$ cat src/rtl/usb_tx_encoder_if.sv
// Byte handshake between the packet controller and the USB transmitter.
// Latency: none (wires only).
// Backpressure: tx_ready low stalls the producer; tx_data/tx_last are only sampled with tx_valid && tx_ready.
//
// Signals:
//   tx_data  [7:0]  packet byte
//   tx_valid        tx_data valid
//   tx_last         tx_data is the final byte of the packet
//   tx_ready        transmitter holding register is empty
interface usb_tx_encoder_if;
    logic [7:0] tx_data;
    logic       tx_valid;
    logic       tx_last;
    logic       tx_ready;

    modport master (
        output tx_data,
        output tx_valid,
        output tx_last,
        input  tx_ready
    );

    modport slave (
        input  tx_data,
        input  tx_valid,
        input  tx_last,
        output tx_ready
    );
endinterface

$ cat src/rtl/usb_tx_encoder.sv
// Full-speed USB bit transmitter: SYNC, bit-stuffed NRZI data (LSB first), EOP onto D+/D-.
// Latency: first K one cycle after the holding register fills; each symbol lasts CLKS_PER_BIT cycles.
// Backpressure: tx_ready = holding register empty; a byte waits there until its byte boundary.
//
// Ports:
//   clk, n_rst              clock, asynchronous active-low reset
//   tx_if (slave)           tx_data/tx_valid/tx_last in, tx_ready out
//   d_plus, d_minus         registered line outputs (J=10, K=01, SE0=00)
//   tx_active               high from first SYNC symbol through the end of EOP
//   tx_done                 one-cycle pulse once EOP has completed
//   tx_error                one-cycle pulse when the holding register underruns mid-packet
// Build option: define USB_TX_CRC16_EN to append the complemented CRC16 after the last byte.
module usb_tx_encoder #(
    parameter int unsigned CLKS_PER_BIT = 8
) (
    input  logic             clk,
    input  logic             n_rst,
    usb_tx_encoder_if.slave  tx_if,
    output logic             d_plus,
    output logic             d_minus,
    output logic             tx_active,
    output logic             tx_done,
    output logic             tx_error
);

    localparam int unsigned CW = (CLKS_PER_BIT > 2) ? $clog2(CLKS_PER_BIT) : 1;
    localparam logic [CW-1:0] CNT_MAX = CW'(CLKS_PER_BIT - 1);

    localparam logic [1:0] SYM_J   = 2'b10;
    localparam logic [1:0] SYM_K   = 2'b01;
    localparam logic [1:0] SYM_SE0 = 2'b00;

    // SYNC is 8'h80 sent LSB first; bit 0 goes out on the IDLE->SYNC edge,
    // so the shift register starts with the remaining seven bits.
    localparam logic [7:0] SYNC_REST = 8'h40;

    typedef enum logic [2:0] {
        S_IDLE,
        S_SYNC,
        S_DATA,
        S_EOP_SE0,
        S_EOP_J
    } state_t;

    state_t        state_q, state_d;
    logic [CW-1:0] cnt_q, cnt_d;
    logic          hold_full_q, hold_full_d;
    logic [7:0]    hold_data_q, hold_data_d;
    logic          hold_last_q, hold_last_d;
    logic [7:0]    shift_q, shift_d;
    logic [2:0]    bits_left_q, bits_left_d;
    logic          cur_last_q, cur_last_d;
    logic [2:0]    ones_q, ones_d;
    logic [1:0]    line_q, line_d;
    logic          active_q, active_d;
    logic          done_q, done_d;
    logic          error_q, error_d;
    logic          eop_cnt_q, eop_cnt_d;

`ifdef USB_TX_CRC16_EN
    logic [15:0]   crc_q, crc_d;
    logic [1:0]    crc_sel_q, crc_sel_d;   // 0: none sent, 1: low byte sent, 2: both sent

    // Reflected CRC16 (x^16+x^15+x^2+1), data consumed LSB first.
    function automatic logic [15:0] crc16_byte(input logic [15:0] crc_in, input logic [7:0] data);
        logic [15:0] c;
        c = crc_in;
        for (int i = 0; i < 8; i++) begin
            c = (c[0] ^ data[i]) ? ((c >> 1) ^ 16'hA001) : (c >> 1);
        end
        return c;
    endfunction
`endif

    logic       wrap;
    logic       boundary;
    logic       load_byte;
    logic [7:0] byte_val;
    logic       take_hold;
    logic       send_bit;
    logic       bit_val;
    logic       count_ones;
    logic       go_eop;

    always_comb begin
        state_d     = state_q;
        cnt_d       = cnt_q;
        hold_full_d = hold_full_q;
        hold_data_d = hold_data_q;
        hold_last_d = hold_last_q;
        shift_d     = shift_q;
        bits_left_d = bits_left_q;
        cur_last_d  = cur_last_q;
        ones_d      = ones_q;
        line_d      = line_q;
        active_d    = active_q;
        done_d      = 1'b0;
        error_d     = 1'b0;
        eop_cnt_d   = eop_cnt_q;
`ifdef USB_TX_CRC16_EN
        crc_d       = crc_q;
        crc_sel_d   = crc_sel_q;
`endif
        boundary    = 1'b0;
        load_byte   = 1'b0;
        byte_val    = 8'h00;
        take_hold   = 1'b0;
        send_bit    = 1'b0;
        bit_val     = 1'b0;
        count_ones  = 1'b0;
        go_eop      = 1'b0;

        wrap = (cnt_q == CNT_MAX);
        if (state_q != S_IDLE) begin
            cnt_d = wrap ? '0 : cnt_q + CW'(1);
        end

        case (state_q)
            S_IDLE: begin
                if (hold_full_q) begin
                    state_d     = S_SYNC;
                    cnt_d       = '0;
                    active_d    = 1'b1;
                    line_d      = SYM_K;   // SYNC bit 0 is a 0: J toggles to K
                    shift_d     = SYNC_REST;
                    bits_left_d = 3'd7;
                    ones_d      = 3'd0;
                    cur_last_d  = 1'b0;
`ifdef USB_TX_CRC16_EN
                    crc_d       = 16'hFFFF;
                    crc_sel_d   = 2'd0;
`endif
                end
            end
            S_SYNC: begin
                if (wrap) begin
                    if (bits_left_q != 3'd0) begin
                        send_bit = 1'b1;
                        bit_val  = shift_q[0];
                        shift_d  = shift_q >> 1;
                        bits_left_d = bits_left_q - 3'd1;
                    end else begin
                        boundary = 1'b1;
                    end
                end
            end
            S_DATA: begin
                if (wrap) begin
                    if (ones_q == 3'd6) begin
                        // Stuffed zero: shift register holds still for this bit time.
                        line_d = ~line_q;
                        ones_d = 3'd0;
                    end else if (bits_left_q != 3'd0) begin
                        send_bit    = 1'b1;
                        count_ones  = 1'b1;
                        bit_val     = shift_q[0];
                        shift_d     = shift_q >> 1;
                        bits_left_d = bits_left_q - 3'd1;
                    end else begin
                        boundary = 1'b1;
                    end
                end
            end
            S_EOP_SE0: begin
                if (wrap) begin
                    if (eop_cnt_q) begin
                        state_d = S_EOP_J;
                        line_d  = SYM_J;
                    end else begin
                        eop_cnt_d = 1'b1;
                    end
                end
            end
            S_EOP_J: begin
                if (wrap) begin
                    state_d  = S_IDLE;
                    active_d = 1'b0;
                    done_d   = 1'b1;
                end
            end
            default: begin
                state_d = S_IDLE;
            end
        endcase

        // Byte boundary: pick the next byte, or finish / abort the packet.
        if (boundary) begin
            if (cur_last_q) begin
`ifdef USB_TX_CRC16_EN
                if (crc_sel_q == 2'd0) begin
                    load_byte = 1'b1;
                    byte_val  = ~crc_q[7:0];
                    crc_sel_d = 2'd1;
                end else if (crc_sel_q == 2'd1) begin
                    load_byte = 1'b1;
                    byte_val  = ~crc_q[15:8];
                    crc_sel_d = 2'd2;
                end else begin
                    go_eop = 1'b1;
                end
`else
                go_eop = 1'b1;
`endif
            end else if (hold_full_q) begin
                load_byte  = 1'b1;
                byte_val   = hold_data_q;
                take_hold  = 1'b1;
                cur_last_d = hold_last_q;
`ifdef USB_TX_CRC16_EN
                crc_d      = crc16_byte(crc_q, hold_data_q);
`endif
            end else begin
                go_eop  = 1'b1;
                error_d = 1'b1;
            end
        end

        if (load_byte) begin
            state_d     = S_DATA;
            send_bit    = 1'b1;
            count_ones  = 1'b1;
            bit_val     = byte_val[0];
            shift_d     = {1'b0, byte_val[7:1]};
            bits_left_d = 3'd7;
        end

        // NRZI: a 0 toggles J<->K, a 1 holds the line.
        if (send_bit) begin
            line_d = bit_val ? line_q : ~line_q;
            if (count_ones) begin
                ones_d = bit_val ? ones_q + 3'd1 : 3'd0;
            end
        end

        if (go_eop) begin
            state_d   = S_EOP_SE0;
            line_d    = SYM_SE0;
            eop_cnt_d = 1'b0;
        end

        if (take_hold) begin
            hold_full_d = 1'b0;
        end
        if (tx_if.tx_valid && !hold_full_q) begin
            hold_full_d = 1'b1;
            hold_data_d = tx_if.tx_data;
            hold_last_d = tx_if.tx_last;
        end
    end

    always_ff @(posedge clk or negedge n_rst) begin
        if (!n_rst) begin
            state_q     <= S_IDLE;
            cnt_q       <= '0;
            hold_full_q <= 1'b0;
            hold_data_q <= 8'h00;
            hold_last_q <= 1'b0;
            shift_q     <= 8'h00;
            bits_left_q <= 3'd0;
            cur_last_q  <= 1'b0;
            ones_q      <= 3'd0;
            line_q      <= SYM_J;
            active_q    <= 1'b0;
            done_q      <= 1'b0;
            error_q     <= 1'b0;
            eop_cnt_q   <= 1'b0;
`ifdef USB_TX_CRC16_EN
            crc_q       <= 16'hFFFF;
            crc_sel_q   <= 2'd0;
`endif
        end else begin
            state_q     <= state_d;
            cnt_q       <= cnt_d;
            hold_full_q <= hold_full_d;
            hold_data_q <= hold_data_d;
            hold_last_q <= hold_last_d;
            shift_q     <= shift_d;
            bits_left_q <= bits_left_d;
            cur_last_q  <= cur_last_d;
            ones_q      <= ones_d;
            line_q      <= line_d;
            active_q    <= active_d;
            done_q      <= done_d;
            error_q     <= error_d;
            eop_cnt_q   <= eop_cnt_d;
`ifdef USB_TX_CRC16_EN
            crc_q       <= crc_d;
            crc_sel_q   <= crc_sel_d;
`endif
        end
    end

    assign tx_if.tx_ready = ~hold_full_q;
    assign d_plus         = line_q[1];
    assign d_minus        = line_q[0];
    assign tx_active      = active_q;
    assign tx_done        = done_q;
    assign tx_error       = error_q;

endmodule

$ cat src/flat_wrapper.sv
// flat-port wrapper written by rule: the top's interface ports become plain ports
module usb_tx_encoder_flat 
#(
    parameter int unsigned CLKS_PER_BIT = 8
)
  (clk, n_rst, d_plus, d_minus, tx_active, tx_done, tx_error, tx_if_tx_data, tx_if_tx_valid, tx_if_tx_last, tx_if_tx_ready);
  usb_tx_encoder_if tx_if_i ();
  input  logic clk;
  input  logic n_rst;
  output logic d_plus;
  output logic d_minus;
  output logic tx_active;
  output logic tx_done;
  output logic tx_error;
  input wire logic [$bits(tx_if_i.tx_data)-1:0] tx_if_tx_data;
  input wire logic [$bits(tx_if_i.tx_valid)-1:0] tx_if_tx_valid;
  input wire logic [$bits(tx_if_i.tx_last)-1:0] tx_if_tx_last;
  output wire logic [$bits(tx_if_i.tx_ready)-1:0] tx_if_tx_ready;
  assign tx_if_i.tx_data = tx_if_tx_data;
  assign tx_if_i.tx_valid = tx_if_tx_valid;
  assign tx_if_i.tx_last = tx_if_tx_last;
  assign tx_if_tx_ready = tx_if_i.tx_ready;
  usb_tx_encoder #(.CLKS_PER_BIT(CLKS_PER_BIT)) u_core (.clk(clk), .n_rst(n_rst), .tx_if(tx_if_i), .d_plus(d_plus), .d_minus(d_minus), .tx_active(tx_active), .tx_done(tx_done), .tx_error(tx_error));
endmodule
$ cat config.mk
export PLATFORM = sky130hd
export DESIGN_NAME = usb_tx_encoder_flat
export DESIGN_NICKNAME = d
export VERILOG_FILES = /design/src/rtl/usb_tx_encoder_if.sv /design/src/rtl/usb_tx_encoder.sv /design/src/flat_wrapper.sv
export SDC_FILE = /design/constraint.sdc
export NUM_CORES = 1
export LEC_CHECK = 0
export BUFFER_PORTS_ARGS = -buffer_cell sky130_fd_sc_hd__buf_4
export CAP_MARGIN = 0
export CORE_ASPECT_RATIO = 1.1
export CORE_MARGIN = 10
export CORE_UTILIZATION = 58
export CTS_BUF_LIST = sky130_fd_sc_hd__clkbuf_4 sky130_fd_sc_hd__clkbuf_8 sky130_fd_sc_hd__clkbuf_16
export CTS_CLUSTER_DIAMETER = 30
export DETAILED_ROUTE_END_ITERATION = 16
export PLACE_DENSITY = 0.9
export SETUP_SLACK_MARGIN = 0.15
export SLEW_MARGIN = 5
export SYNTH_ARGS = -nofsm -noshare
export SYNTH_HDL_FRONTEND = slang
export SYNTH_SLANG_ARGS = --single-unit
$ cat constraint.sdc
create_clock -name clk -period 2.45 [get_ports clk]
set_clock_uncertainty 0.15 [all_clocks]
set_input_delay 0.735 -clock clk [delete_from_list [all_inputs] [get_ports clk]]
set_output_delay 0.735 -clock clk [all_outputs]
set_load 0.01 [all_outputs]
# Word-level counts from Yosys, hierarchy flattened
# Cells that the tools add are included.
[totals]
out_inout_bits = 6
ff_bits = 37
elab_cells = 145
[classes]
addsub = 3
n_reduce_logical = 17
eq_ne = 23
n_mux = 86
bitwise_logic = 2
[ops]
columns = ["cell", "count"]
rows = [
  ["$mux W8", 9],
  ["$mux W3", 22],
  ["$mux W1", 38],
  ["$ne A4 B1 Y1 const B", 9],
  ["$pmux W8 S3", 1],
  ["$mux W2", 8],
  ["$ne A3 B1 Y1 const B", 4],
  ["$pmux W3 S4", 1],
  ["$reduce_and A5 Y1", 2],
  ["$eq A3 B3 Y1 const B", 3],
  ["$pmux W3 S3", 1],
  ["$pmux W1 S2", 4],
  ["$reduce_bool A2 Y1", 4],
  ["$reduce_and A7 Y1", 1],
  ["$add A3 B1 Y3 const B", 2],
  ["$eq A3 B2 Y1 const B", 2],
  ["$pmux W2 S3", 1],
  ["$pmux W3 S2", 1],
  ["$reduce_bool A3 Y1", 2],
  ["$reduce_bool A5 Y1", 1],
  ["$ne A2 B1 Y1 const B", 2],
  ["$reduce_bool A4 Y1", 1],
  ["$eq A3 B1 Y1 const B", 1],
  ["$logic_not A3 Y1", 1],
  ["other kinds (10)", 10],
]

# Longest topological paths before layout
# Gate-level depths: netlist (run 1).
[logic_depth]
ltp_word = 10
depth_mapped = 10
depth_no_buf = 8

# Worst setup path after synthesis (run 1)
# No wires, ideal clock.
[synth_path]
kind = "reg-to-reg"
from = "reg u_core.cnt_q[0]"
to = "reg u_core.shift_q[3]"
stages_incl_launch_ff = 11
setup_slack_ns = 0.393
n_path_buf = 2
setup_ns = 0.134
t_arrival_ns = 1.772
cell_sequence = "dfrtp_1 ha_1 ha_1 buf_4 inv_1 maj3_1 nor2_1 o21ai_2 buf_2 nand2_1 o21ai_0"
[synth_between]
elab_chain_cells = 6
[synth_rtl]
columns = ["element", "line", "text"]
rows = [
  ["start: declaration", "usb_tx_encoder.sv:46", "logic [CW-1:0] cnt_q, cnt_d;"],
  ["start signal: assignment", "usb_tx_encoder.sv:273", "cnt_q <= cnt_d;"],
  ["$eq A3 B3 Y1 *", "usb_tx_encoder.sv:113", "wrap = (cnt_q == CNT_MAX);"],
  ["$mux W1, on equally long branches", "usb_tx_encoder.sv:148, usb_tx_encoder.sv:136", ""],
  ["$pmux W1 S2", "usb_tx_encoder.sv:118", "case (state_q)"],
  ["$mux W1", "usb_tx_encoder.sv:187", "if (boundary) begin"],
  ["$ne A3 B1 Y1 (no source line), or another cell as far along", "n/a", ""],
  ["$reduce_and A5 Y1 (no source line)", "n/a", ""],
  ["end signal: assignment", "usb_tx_encoder.sv:277", "shift_q <= shift_d;"],
  ["end: declaration", "usb_tx_encoder.sv:50", "logic [7:0] shift_q, shift_d;"],
]
# Mark *: on every way between the ends. The rest lies on a longest branch, timed or not.
# A chain may end at the register's enable or synchronous reset.

# Final worst setup path (run 1)
[layout_path]
from = "reg u_core.cnt_q[0]"
to = "reg u_core.shift_q[1]"
# Same word-level chain as after synthesis.

==> results.md, run 1 <==
- After floorplanning, the core was sized to cover 3280 µm².
- The cell sitting at the root of the clock tree is a sky130_fd_sc_hd__clkbuf_4.
- In this run the worst path has a maximum fanout of 10.
- The global routing met3 resource utilization is 4.51%.
- The total overflow left after global routing is 0.
- For this run, the number of standard cells in the final layout without fillers is 250.
- The via count of the first global-routing pass was 1472.
- The initial utilization of the core area, before any placement, comes to 59.4%.
- The number of nets handed over by synthesis was 209.
- In the final layout, the share of cells above drive strength 1 is 29.0%.
- The final layout contains routed wiring with a total length of approximately 4 mm.
- The kind of critical path is flip-flop to flip-flop.
- The worst setup path is captured at a flip-flop.
- The count of nets left with antenna violations after detail routing is 0.
- In the routed design, unresolved DRC markers number 0.
- IR analysis of the VDD net gives a maximum drop of 0.595 mV.
- The number of vias in the routed layout is 1500.
- The routability congestion estimate is 0.873.
- At the later pin of the worst-skew pair, clock insertion delay measures 350 ps.
- In this run, synthesis inferred 0 flip-flops with an integrated enable.
- The die span in x is 75.2 µm.
- The number of fill cells in the layout is around 240.
- The synthesized area per cell is 10.2 µm².
- In the global route stage, met1 resource usage came out at 17.1%.
- The number of hold buffers added after cts is 0.
- In the global route stage, overall resource usage came out at 14.4%.
- OpenSTA, run right after detailed placement, puts the worst setup slack at 178 ps.
- At the worst endpoint, the required time is 2580 ps.
- The final layout contains about 230 nets.
- The cell area that synthesis handed to floorplanning was 1950 µm².
- The number of warnings printed during yosys synthesis is 0.
- In the final layout, the multi-input gates occupy 973 µm².
- The worst slew margin relative to its limit is 70.6%.
- The first global-routing pass estimated 6.80 mm of wire.
- Adding up every negative setup slack in the final design gives 0 ps.
- The die area is between 6000 and 7000 µm².
- The dominant register cell in the synthesized netlist is sky130_fd_sc_hd__dfrtp_1.
- The total clock sinks is 36.
- Setup repair after global routing could not meet its margin everywhere.
- The number of max-slew violations in the final report is 0.
- By area the synthesized netlist is led by sky130_fd_sc_hd__dfrtp_1 (45%), sky130_fd_sc_hd__mux2_2 (5.8%), sky130_fd_sc_hd__ha_1 (4.5%).
- Across the run, the number of max-cap violations was 0.
- The initial antenna violation count is 0.
- The global routing usage on met2 is 23.6%.
- The die is approximately 81 µm tall.
- The pin count of the biggest net entering global routing is 37.
- After technology mapping, the gate count stands at 190.
- The number of H-tree levels is 2.
- The startpoint of the most critical register-to-register path is u_core.cnt_q[0]$_DFF_PN0_.
- TritonCTS built the clock tree.
- After floorplanning, the core was divided into 22 placement rows.
- Setup violations remaining at the end of the flow were counted as 0.
- The routed design could run at a clock period as short as 2210 ps.
- Dividing total power by cell area gives a power density of 884 nW/µm².
- After synthesis, the netlist uses 46 different library cells.
- The hold violation count in the final report is 0.
- Clock-pin slew was measured on the worst setup and hold paths at 120 ps.
- The synthesized design devotes to its leading area cell type 45.0% of total area.
- The number of buffers created by CTS is 5.
- 0 antenna diodes ended up in the layout.
- The worst path arrival time is 2350 ps.
- The classification of the worst-slack hold path is input port to async pin.
- The worst-margin pin slew is 441 ps.
- Counting flops with an async set or reset pin after synthesis yields a share of 100%.
- The average vias per placed instance is 6.00.
- In this run the static leakage power is between 1 and 1.5 nW.
- Cells fill 68.1% of the core in the end.
- Once detailed placement completed, the half-perimeter wirelength came to 2.86 mm.
- The worst hold slack is 156 ps.
- The biggest area contributor in the post-synthesis netlist is sky130_fd_sc_hd__dfrtp_1.
- The global routing stage identified its most utilized layer as met2.
- In this run, synthesis produced a sequential element count of 36.
- The count of routing violations after the opening detailed-route iteration is 131.
- STA classifies the critical path startpoint as a flip-flop.
- The worst path uses 90.4% of the clock period.
- The total of buffers placed on input and output ports is 17.
- The count of boundary I/O pins is 18.
- In this run the worst setup path begins at u_core.cnt_q[0]$_DFF_PN0_.
- The buffer levels on the longest clock path is 2.
- After synthesis, flip-flops and latches occupy a little under half of the total area.
- The average wire per cell in the routed design is between 15 and 20 µm.
- After detailed placement, the design holds a cell count of 240.
- In the final layout, flip-flops and latches occupy between 900 and 1000 µm².
- The iteration count of the initial detailed-routing pass is 4.
- The run finished with clean final reports.
- The worst path meets setup with 236 ps of slack.
- The area growth from synthesis to layout is 14.7%.
- The achievable clock frequency is 0.452 GHz.
- By count the netlist is led by sky130_fd_sc_hd__dfrtp_1 (35), sky130_fd_sc_hd__nand2_1 (14), sky130_fd_sc_hd__a31oi_1 (10), sky130_fd_sc_hd__mux2_2 (10), sky130_fd_sc_hd__nor2_1 (10).
- In the post-synthesis netlist, the cell with the most instances is sky130_fd_sc_hd__dfrtp_1.
## sequential cells by signal, summed over array words and instances, names as in the netlist, named ones only
signal and count:
u_core.hold_data_q 8, u_core.eop_cnt_q 1, u_core.tx_done 1, u_core.cnt_q 3, u_core.tx_error 1, u_core.hold_last_q 1, u_core.ones_q 3, u_core.shift_q 7
u_core.hold_full_q 1, u_core.bits_left_q 3, u_core.line_q 2, u_core.state_q 3, u_core.tx_active 1
## through the flow
| stage | instance area, µm² | power [mW] |
|---|---|---|
| final | 2230 | 1.97 |
| after global routing | 2230 | 2.11 |
| after CTS | 2200 | 1.92 |
| after detailed placement | 2120 | 1.49 |
| after global placement | 2120 | 1.46 |
| after floorplan | 1950 | 1.29 |
## per-layer routing
layer  routed length (µm)  vias to the layer above
met4                   69                        0
met3                  204                        7
li1                     -                      726
met5                    0                        -
met2                 2050                       45
met1                 1720                      722
## power breakdown
group / internal [mW] / switching [mW] / leakage (nW)
Combinational: 0.350 / 0.399 / 0.523
Sequential: 0.711 / 0.0858 / 0.453
Clock: 0.213 / 0.214 / 0.0412
## worst paths after layout
kind                       cells past startpoint                           endpoint  slack [ps]
min                                            1          u_core.cnt_q[2]$_DFF_PN0_         160
min in group clk                               1  u_core.bits_left_q[1]$_DFFE_PN0P_         350
min reg2reg                                    1  u_core.bits_left_q[1]$_DFFE_PN0P_         350
max reg2reg                                    8      u_core.shift_q[1]$_DFFE_PN0P_         240
max in group asynchronous                      1      u_core.state_q[1]$_DFFE_PN0P_        1650
max                                            8      u_core.shift_q[1]$_DFFE_PN0P_         240
## cells in the final DEF, fill, tap and decap left out, drive strengths merged, types with 3 or more instances in the layout
cell type / n
buf: 26
nand2b: 8
a21oi: 9
inv: 9
and2: 6
nand3: 5
nor2: 10
nor3b: 3
a21o: 4
a22o: 3
clkbuf: 5
ha: 7
o21ai: 14
a31oi: 10
dfrtp: 35
mux2: 10
nand2: 14
o31ai: 3
## critical path, cell delays in order (launching register included)
cell	delay [ps]
sky130_fd_sc_hd__dfrtp_1	400
sky130_fd_sc_hd__ha_1	200
sky130_fd_sc_hd__ha_2	240
sky130_fd_sc_hd__inv_1	80
sky130_fd_sc_hd__maj3_1	370
sky130_fd_sc_hd__nor2_2	180
sky130_fd_sc_hd__o21ai_2	150
sky130_fd_sc_hd__buf_4	200
sky130_fd_sc_hd__o21ai_0	170
## logic make-up after synthesis
group                    Yosys count  synth area share (%)
multiplexers                      12                  6.82
buffers and inverters             19                  4.44
adder cells (fa/ha/maj)            8                  5.02
AND/OR/NAND/NOR                   61                  18.2
flip-flops                        36                  46.4
AO/OA/AOI/OAI                     54                  19.2
## cell type report
| cell class | instances | area share, % |
|---|---|---|
| multi-input cells | 135 | 43.6 |
| flip-flops and latches | 36 | 40.5 |
| repair buffers | 26 | 8.75 |
| well taps | 36 | 2.02 |
| clock inverters | 3 | 1.91 |
| clock buffers | 5 | 1.68 |
| inverters | 9 | 1.51 |
## what timing repair did
action	4_1_cts	5_1_grt
setup endpoints to repair	0	12
endpoints found under the hold margin	0	0
resized for setup	0	7
setup buffers	0	2
No activity file was read; power rests on OpenSTA's default activity.
==> run 2: changes to the inputs <==
- CELL_PAD_IN_SITES_DETAIL_PLACEMENT: default -> 1
- CELL_PAD_IN_SITES_GLOBAL_PLACEMENT: default -> 2
- CORE_UTILIZATION: 58 -> 38
- PLACE_DENSITY: 0.9 -> 0.91
==> run 2 against run 1 <==
Register-to-register slack improved by 50 ps. Sequential cell count did not move. Non-clock buffer count rose by 4. Via count rose by 0.73%. Critical endpoint is now u_core.line_q[1]$_DFFE_PN1P_. Largest cell class unchanged. Largest power group unchanged.
==> results.md, run 2 (synthesized netlist as in run 1, its figures left out) <==
- The via count of the first global-routing pass is 1556 (+5.7%).
- The insertion delay of the later-clocked pin in the worst-skew pair is 290 ps (-60 ps).
- The net count reported at finish is 236 (+1.7%).
- The shortest clock period the worst path allows after layout is 2160 ps (-49.6 ps).
- The number of vias in the routed layout came to 1511 (+0.73%).
- The leakage power is 1.04 nW (+2.3%).
- The overall die height was 95.0 µm (+18%).
- The number of fill cells in the layout was 567 (+130%).
- The count of boundary I/O pins is 18 (unchanged).
- The pin count of the biggest net entering global routing came to 37 (unchanged).
- The register with the most flip-flops is u_core.hold_data_q.
- The initial antenna violation count is 0 (unchanged).
- The number of instances in the placed design is 263 (+9.6%).
- The antenna diode count was 0 (unchanged).
- The summed negative setup slack over all endpoints is 0 ps (unchanged).
- The achievable clock frequency is 0.462 GHz (+2.3%).
- The count of routing violations after the opening detailed-route iteration is 74 (-44%).
- The placeable core region is 5000 µm² (+53%).
- Setup repair after global routing left no endpoint under its margin.
- The total overflow reported by the global router was 0 (unchanged).
- The endpoint required time on the critical path came to 2520 ps (-60 ps).
- The filler-free cell count of the finished design is 275 (+10%).
- The hold violation count in the final report was 0 (unchanged).
- The kind of critical path is flip-flop to flip-flop.
- The clock tree from TritonCTS is done.
- The total clock sinks is 36 (unchanged).
- The flow ran to the end, and the final reports show no timing, DRC or antenna violations.
- The row count is 27 (+23%).
- The total power per unit cell area is 865 nW/µm² (-2.2%).
- The biggest fanout along the worst timing path is 5 (-5).
- The cell chosen for the clock root is sky130_fd_sc_hd__clkbuf_8.
- The number of H-tree levels is 2 (unchanged).
- The worst path arrival time came to 2240 ps (-110 ps).
- The worst-margin pin slew is 471 ps (+29.8 ps).
- The flip-flop count of the largest register after layout came to 8 (unchanged).
- The share of the clock period used by the worst path is 88.3% (-2.0 points).
- The HPWL after detailed placement is 3.28 mm (+15%).
- The count of nets left with antenna violations after detail routing is 0 (unchanged).
- The buffer levels on the longest clock path is 2 (unchanged).
- The most frequent standard cell in the layout excluding fill and tap cells is sky130_fd_sc_hd__dfrtp_1.
- The iteration count of the initial detailed-routing pass is 4 (unchanged).
- The number of buffers created by CTS came to 5 (unchanged).
- Leaving out fill and tap cells, the most frequent cells in the layout are sky130_fd_sc_hd__dfrtp_1 (34), sky130_fd_sc_hd__buf_4 (30), sky130_fd_sc_hd__nand2_1 (14).
- The largest voltage drop on the vdd net is 0.395 mV (-34%).
- The share of post-route cells with drive strength above 1 is 29.5% (+0.52 points).
- The number of failing setup endpoints in the final timing report is 0 (unchanged).
- The worst hold path belongs to the class input port to async pin.
- The worst setup path is launched from a flip-flop.
- The average wire per cell in the routed design is 16.2 µm (+0.36%).
- The worst slew margin relative to its limit was 68.6% (-2.0 points).
- The reported max-cap violation count is 0 (unchanged).
- The total of buffers placed on input and output ports is 17 (unchanged).
- The number of DRC violations after detailed routing is 0 (unchanged).
- The wire length of the first global-routing pass was 7.65 mm (+13%).
- In the final layout, the registers with the most flip-flops are u_core.hold_data_q: 8 flops, u_core.shift_q: 7 flops.
- The capturing element type of the critical path is a flip-flop.
- The clock edge transition at the registers on the reported setup and hold paths is 70 ps (-50 ps).
- The die area was 8390 µm² (+38%).
- The global-route total usage across every layer was 11.5% (-3.0 points).
- The initial core utilization is 38.9% (-20 points).
- The wire length after detailed routing is 4.46 mm (+10%).
- The die span in x is 88.2 µm (+17%).
- The routability congestion estimate came to 0.746 (-15%).
- The average vias per placed instance is 5.49 (-8.4%).
- Relative to the synthesized area, the layout overhead comes to 18.6%.
- The number of max-slew violations in the final report is 0 (unchanged).
run 2: cell count changes in the layout (fill, tap and decap cells not counted), sizes merged:
cell / previous run / this run
buf: 26 / 30
bufinv: 1 / 0
clkinvlp: 1 / 0
clkbuf: 5 / 6
run 2: layout make-up:
cell class | instances | area, µm² | share of cell area (%)
Multi-Input combinational cell | 135 | 991 | 43.0
Sequential cell | 36 | 903 | 39.2
Timing Repair Buffer | 30 | 225 | 9.76
Clock buffer | 6 | 76.3 | 3.31
Tap cell | 58 | 72.6 | 3.15
Inverter | 9 | 33.8 | 1.46
Clock inverter | 1 | 5.00 | 0.217
run 2: final timing paths:
| path | start | to | slack, ps | cells after the start |
|---|---|---|---|---|
| worst max-delay path | u_core.bits_left_q[0]$_DFFE_PN0P_ | u_core.line_q[1]$_DFFE_PN1P_ | 290 | 9 |
| worst min-delay path | n_rst | u_core.eop_cnt_q$_DFFE_PN0P_ | 240 | 1 |
| worst max register to register | u_core.bits_left_q[0]$_DFFE_PN0P_ | u_core.line_q[1]$_DFFE_PN1P_ | 290 | 9 |
| worst min register to register | u_core.shift_q[6]$_DFFE_PN0P_ | u_core.shift_q[6]$_DFFE_PN0P_ | 340 | 1 |
| max in group asynchronous | n_rst | u_core.line_q[1]$_DFFE_PN1P_ | 1560 | 1 |
| min in group clk | u_core.shift_q[6]$_DFFE_PN0P_ | u_core.shift_q[6]$_DFFE_PN0P_ | 340 | 1 |
run 2: what timing repair did:
action	in CTS	in global routing
endpoints found under the setup margin	9	12
resized for setup	3	6
buffers inserted	0	5
pin swaps	0	2
hold buffers	0	0
run 2: routing by layer:
layer | wire (µm) | vias up | track usage (%)
met5 | 0 | - | 0
met4 | 67 | 0 | 4.45
met3 | 161 | 7 | 3.07
met2 | 2210 | 18 | 18.7
met1 | 2020 | 756 | 14.1
li1 | - | 730 | -
run 2: critical path, stage by stage (launching register included):
cell and delay, ps:
sky130_fd_sc_hd__dfrtp_1 360, sky130_fd_sc_hd__inv_1 80, sky130_fd_sc_hd__ha_1 220, sky130_fd_sc_hd__nand2b_1 160, sky130_fd_sc_hd__buf_4 150, sky130_fd_sc_hd__a31oi_1 80
sky130_fd_sc_hd__or3_4 370, sky130_fd_sc_hd__a21boi_4 170, sky130_fd_sc_hd__o21ai_1 120, sky130_fd_sc_hd__a22o_1 240
run 2: per-stage QoR:
| step | area [µm²] | worst slack [ps] | hold WS, ps | total power [mW] | utilization (%) |
|---|---|---|---|---|---|
| floorplan | 1950 | 393 | 289 | 1.29 | - |
| global placement | 2150 | 108 | 318 | 1.47 | 43.1 |
| detailed placement | 2150 | 23.7 | 327 | 1.49 | 43.1 |
| CTS | 2250 | 116 | 264 | 1.94 | 44.9 |
| global route | 2310 | 154 | 271 | 2.15 | 46.1 |
| finish | 2310 | 286 | 244 | 2.00 | 46.1 |
run 2: power breakdown:
| part | internal (mW) | switching (mW) |
|---|---|---|
| combinational | 0.387 | 0.392 |
| clock | 0.204 | 0.206 |
| sequential | 0.712 | 0.0947 |
==> run 3: changes to the inputs <==
--- a/config.mk
+++ b/config.mk
@@ -6,5 +6,5 @@
 export NUM_CORES = 1
 export LEC_CHECK = 0
-export BUFFER_PORTS_ARGS = -buffer_cell sky130_fd_sc_hd__buf_4
+export BUFFER_PORTS_ARGS = -buffer_cell sky130_fd_sc_hd__clkbuf_2
 export CAP_MARGIN = 0
 export CELL_PAD_IN_SITES_DETAIL_PLACEMENT = 1
==> constraint.sdc (replaced) <==
create_clock -name clk -period 2.45 [get_ports clk]
set_clock_uncertainty 0.15 [all_clocks]
set_input_delay 0.245 -clock clk [delete_from_list [all_inputs] [get_ports clk]]
set_output_delay 0.245 -clock clk [all_outputs]
set_load 0.01 [all_outputs]
==> run 3 against run 2 <==
Critical path depth is the same. Clock-buffer cell count rose by 1. Clock power rose by 5.4%. Register-to-register slack better by 30 ps. Total power shrank 1.8%. Largest cell class unchanged. Largest power group unchanged.
==> results.md, run 3 (synthesized netlist as in run 1, its figures left out) <==
- The total of buffers placed on input and output ports came to 17 (unchanged).
- The number of failing setup endpoints in the final timing report is 0 (unchanged).
- The cell area reported after detailed placement is 2110 µm² (-2.0%).
- The count of nets left with antenna violations after detail routing is 0 (unchanged).
- The number of DRC violations after detailed routing came to 0 (unchanged).
- The row count is 27 (unchanged).
- The antenna diode count is 0 (unchanged).
- The flip-flop count of the largest register after layout is 8 (unchanged).
- The total clock sinks is 36 (unchanged).
- The overall die height came to 95.0 µm (unchanged).
- The via count of the first global-routing pass came to 1655 (+6.4%).
- u_core.hold_data_q holds more flip-flops than any other register.
- Setup repair after global routing left no endpoint under its margin.
- The share of post-route cells with drive strength above 1 is 30.2% (+0.74 points).
- The launching element of the worst setup path is u_core.cnt_q[0]$_DFF_PN0_.
- The signal on the critical path passes through ha_1 > ha_2 > inv_1 > maj3_1 > nor2_2 > o21ai_2 > buf_4 > nand2_1 > o21ai_0.
- The largest voltage drop on the vdd net was 0.408 mV (+3.2%).
- The critical path in this run is classified as flip-flop to flip-flop.
- The average wire per cell in the routed design came to 16.5 µm (+1.7%).
- TritonCTS built the clock tree.
- The library cells used most frequently in the layout, excluding fill and tap cells, are sky130_fd_sc_hd__dfrtp_1 (35), sky130_fd_sc_hd__clkbuf_2 (17), sky130_fd_sc_hd__nand2_1 (14).
- The shortest clock period the worst path allows after layout came to 2140 ps (-27.3 ps).
- Leaving out fill and tap cells, the most frequent cell in the layout is sky130_fd_sc_hd__dfrtp_1.
- The die area is 8390 µm² (unchanged).
- The endpoint required time on the critical path was 2460 ps (-60 ps).
- The count of boundary I/O pins is 18 (unchanged).
- The worst slew margin relative to its limit is 40.0% (-29 points).
- The leakage power came to 1.02 nW (-1.7%).
- The flow ran to the end, and the final reports show no timing, DRC or antenna violations.
- The summed negative setup slack over all endpoints is 0 ps (unchanged).
- The number of buffers created by CTS is 5 (unchanged).
- The worst hold slack is 36.4 ps (-208 ps).
- The highest cell delay on the worst timing path is 370 ps (about the same).
- The iteration count of the initial detailed-routing pass is 4 (unchanged).
- The achievable clock frequency is 0.468 GHz (+1.3%).
- The kind of launch point of the worst setup path is a flip-flop.
- The wire length after detailed routing is 4.50 mm (+0.94%).
- For this design, the slowest cell found on the critical path is sky130_fd_sc_hd__dfrtp_1.
- The total power after layout came to 1.96 mW (-1.8%).
- The most critical setup path has its endpoint at u_core.shift_q[3]$_DFFE_PN0P_.
- The number of max-slew violations in the final report is 0 (unchanged).
- The count of routing violations after the opening detailed-route iteration is 85 (+15%).
- The initial antenna violation count was 0 (unchanged).
- The reported max-cap violation count was 0 (unchanged).
- The routability congestion estimate is 0.812 (+8.8%).
- The number of vias in the routed layout is 1512 (+0.066%).
- The share of the clock period used by the worst path is 87.2% (-1.1 points).
- The worst path arrival time is 2150 ps (-90 ps).
- The clock edge transition at the registers on the reported setup and hold paths is 70 ps (about the same).
- The biggest fanout along the worst timing path came to 11 (+6).
- The largest registers in the layout are u_core.hold_data_q: 8 flops, u_core.shift_q: 7 flops.
- The capturing element type of the critical path is a flip-flop.
- The hold path startpoint is tx_if_tx_data[2].
- The tree is rooted in a sky130_fd_sc_hd__clkbuf_8.
- The final design instance area without fill is 2250 µm² (-2.6%).
- The total power per unit cell area came to 873 nW/µm² (+0.87%).
- The worst-margin pin slew is 900 ps (+429 ps).
- The global-route total usage across every layer is 12.0% (+0.49 points).
- The die span in x is 88.2 µm (unchanged).
- The insertion delay of the later-clocked pin in the worst-skew pair is 280 ps (about the same).
- The net count reported at finish is 233 (-1.3%).
- The pin count of the biggest net entering global routing came to 37 (unchanged).
- The hold violation count in the final report is 0 (unchanged).
- The number of H-tree levels came to 2 (unchanged).
- The final worst setup slack is 313 ps (+27.3 ps).
- The tightest min-delay check is of the input port to flip-flop type.
- The initial core utilization came to 38.9% (unchanged).
- The setup slack after placement is 131 ps (+107 ps).
- The total overflow reported by the global router is 0 (unchanged).
- In this run the critical register-to-register path is captured at u_core.shift_q[3]$_DFFE_PN0P_.
- The placeable core region came to 5000 µm² (unchanged).
- The wire length of the first global-routing pass is 7.97 mm (+4.1%).
- The average vias per placed instance is 5.54 (+0.80%).
- The area growth from synthesis to layout is 15.5%.
- The depth of the most critical reg-to-reg path is 9 (unchanged).
- The startpoint of the most critical register-to-register path is u_core.cnt_q[0]$_DFF_PN0_.
- The worst setup slack for register-to-register paths is 310 ps (+30 ps).
- The HPWL after detailed placement is 3.36 mm (+2.3%).
- The buffer levels on the longest clock path is 2 (unchanged).
-- run 3: cell types whose count changed in the layout (fill, tap and decap cells not counted), sizes merged --
cell / before / now
buf: 30 / 9
clkbuf: 6 / 24
dlygate4sd3: 0 / 1
-- run 3: worst min path at each step --
stage	to	cells after the start
after detailed placement	u_core.line_q[0]$_DFFE_PN0P_	1
after global routing	u_core.hold_data_q[1]$_DFFE_PN0P_	2
final	u_core.hold_data_q[2]$_DFFE_PN0P_	2
after global placement	u_core.line_q[0]$_DFFE_PN0P_	1
after floorplan	async pin	0
after CTS	u_core.hold_data_q[2]$_DFFE_PN0P_	2
-- run 3: area by class of cell --
type | count | area, µm²
timing repair buffer | 27 | 163
sequential | 36 | 902
clock buffer | 7 | 83.8
tap | 58 | 72.6
clock inverter | 1 | 5.00
fill | 579 | 2750
inverter | 9 | 33.8
multi-input combinational | 135 | 987
-- run 3: where the power goes --
part / internal [mW] / total [mW] / switching [mW] / leakage, nW
clock: 0.222 / 0.433 / 0.211 / 0.0491
sequential: 0.712 / 0.796 / 0.0837 / 0.455
combinational: 0.336 / 0.732 / 0.396 / 0.520
total: 1.27 / 1.96 / 0.691 / 1.02
-- run 3: timing repair --
item,CTS,global route
hold buffers,1,0
pin swaps,0,1
resized for setup,2,9
hold endpoints to repair,35,0
endpoints found under the setup margin,1,13
setup buffers,0,1
-- run 3: routing by layer --
metal  vias to the layer above  wire (µm)  global-route usage [%]
met4                         0         59                    4.31
met2                        24       2300                    20.1
met5                         -          0                       0
met1                       754       2000                    14.1
met3                         6        140                    3.67
li1                        728          -                       -
-- run 3: worst max-delay path: cells and delay by family, from the launching register on --
| family | cells | cell delay [ps] |
|---|---|---|
| adder cells (fa/ha/maj) | 3 | 800 |
| AO/OA/AOI/OAI | 2 | 200 |
| AND/OR/NAND/NOR | 2 | 220 |
| flip-flops | 1 | 370 |
| buffers and inverters | 2 | 290 |
-- run 3: stage by stage --
stage / util [%] / instances
5_1_grt: 44.9 / 273
2_1_floorplan: - / 190
3_5_place_dp: 42.2 / 263
3_3_place_gp: 42.2 / 263
6_report: 44.9 / 273
4_1_cts: 44.3 / 272
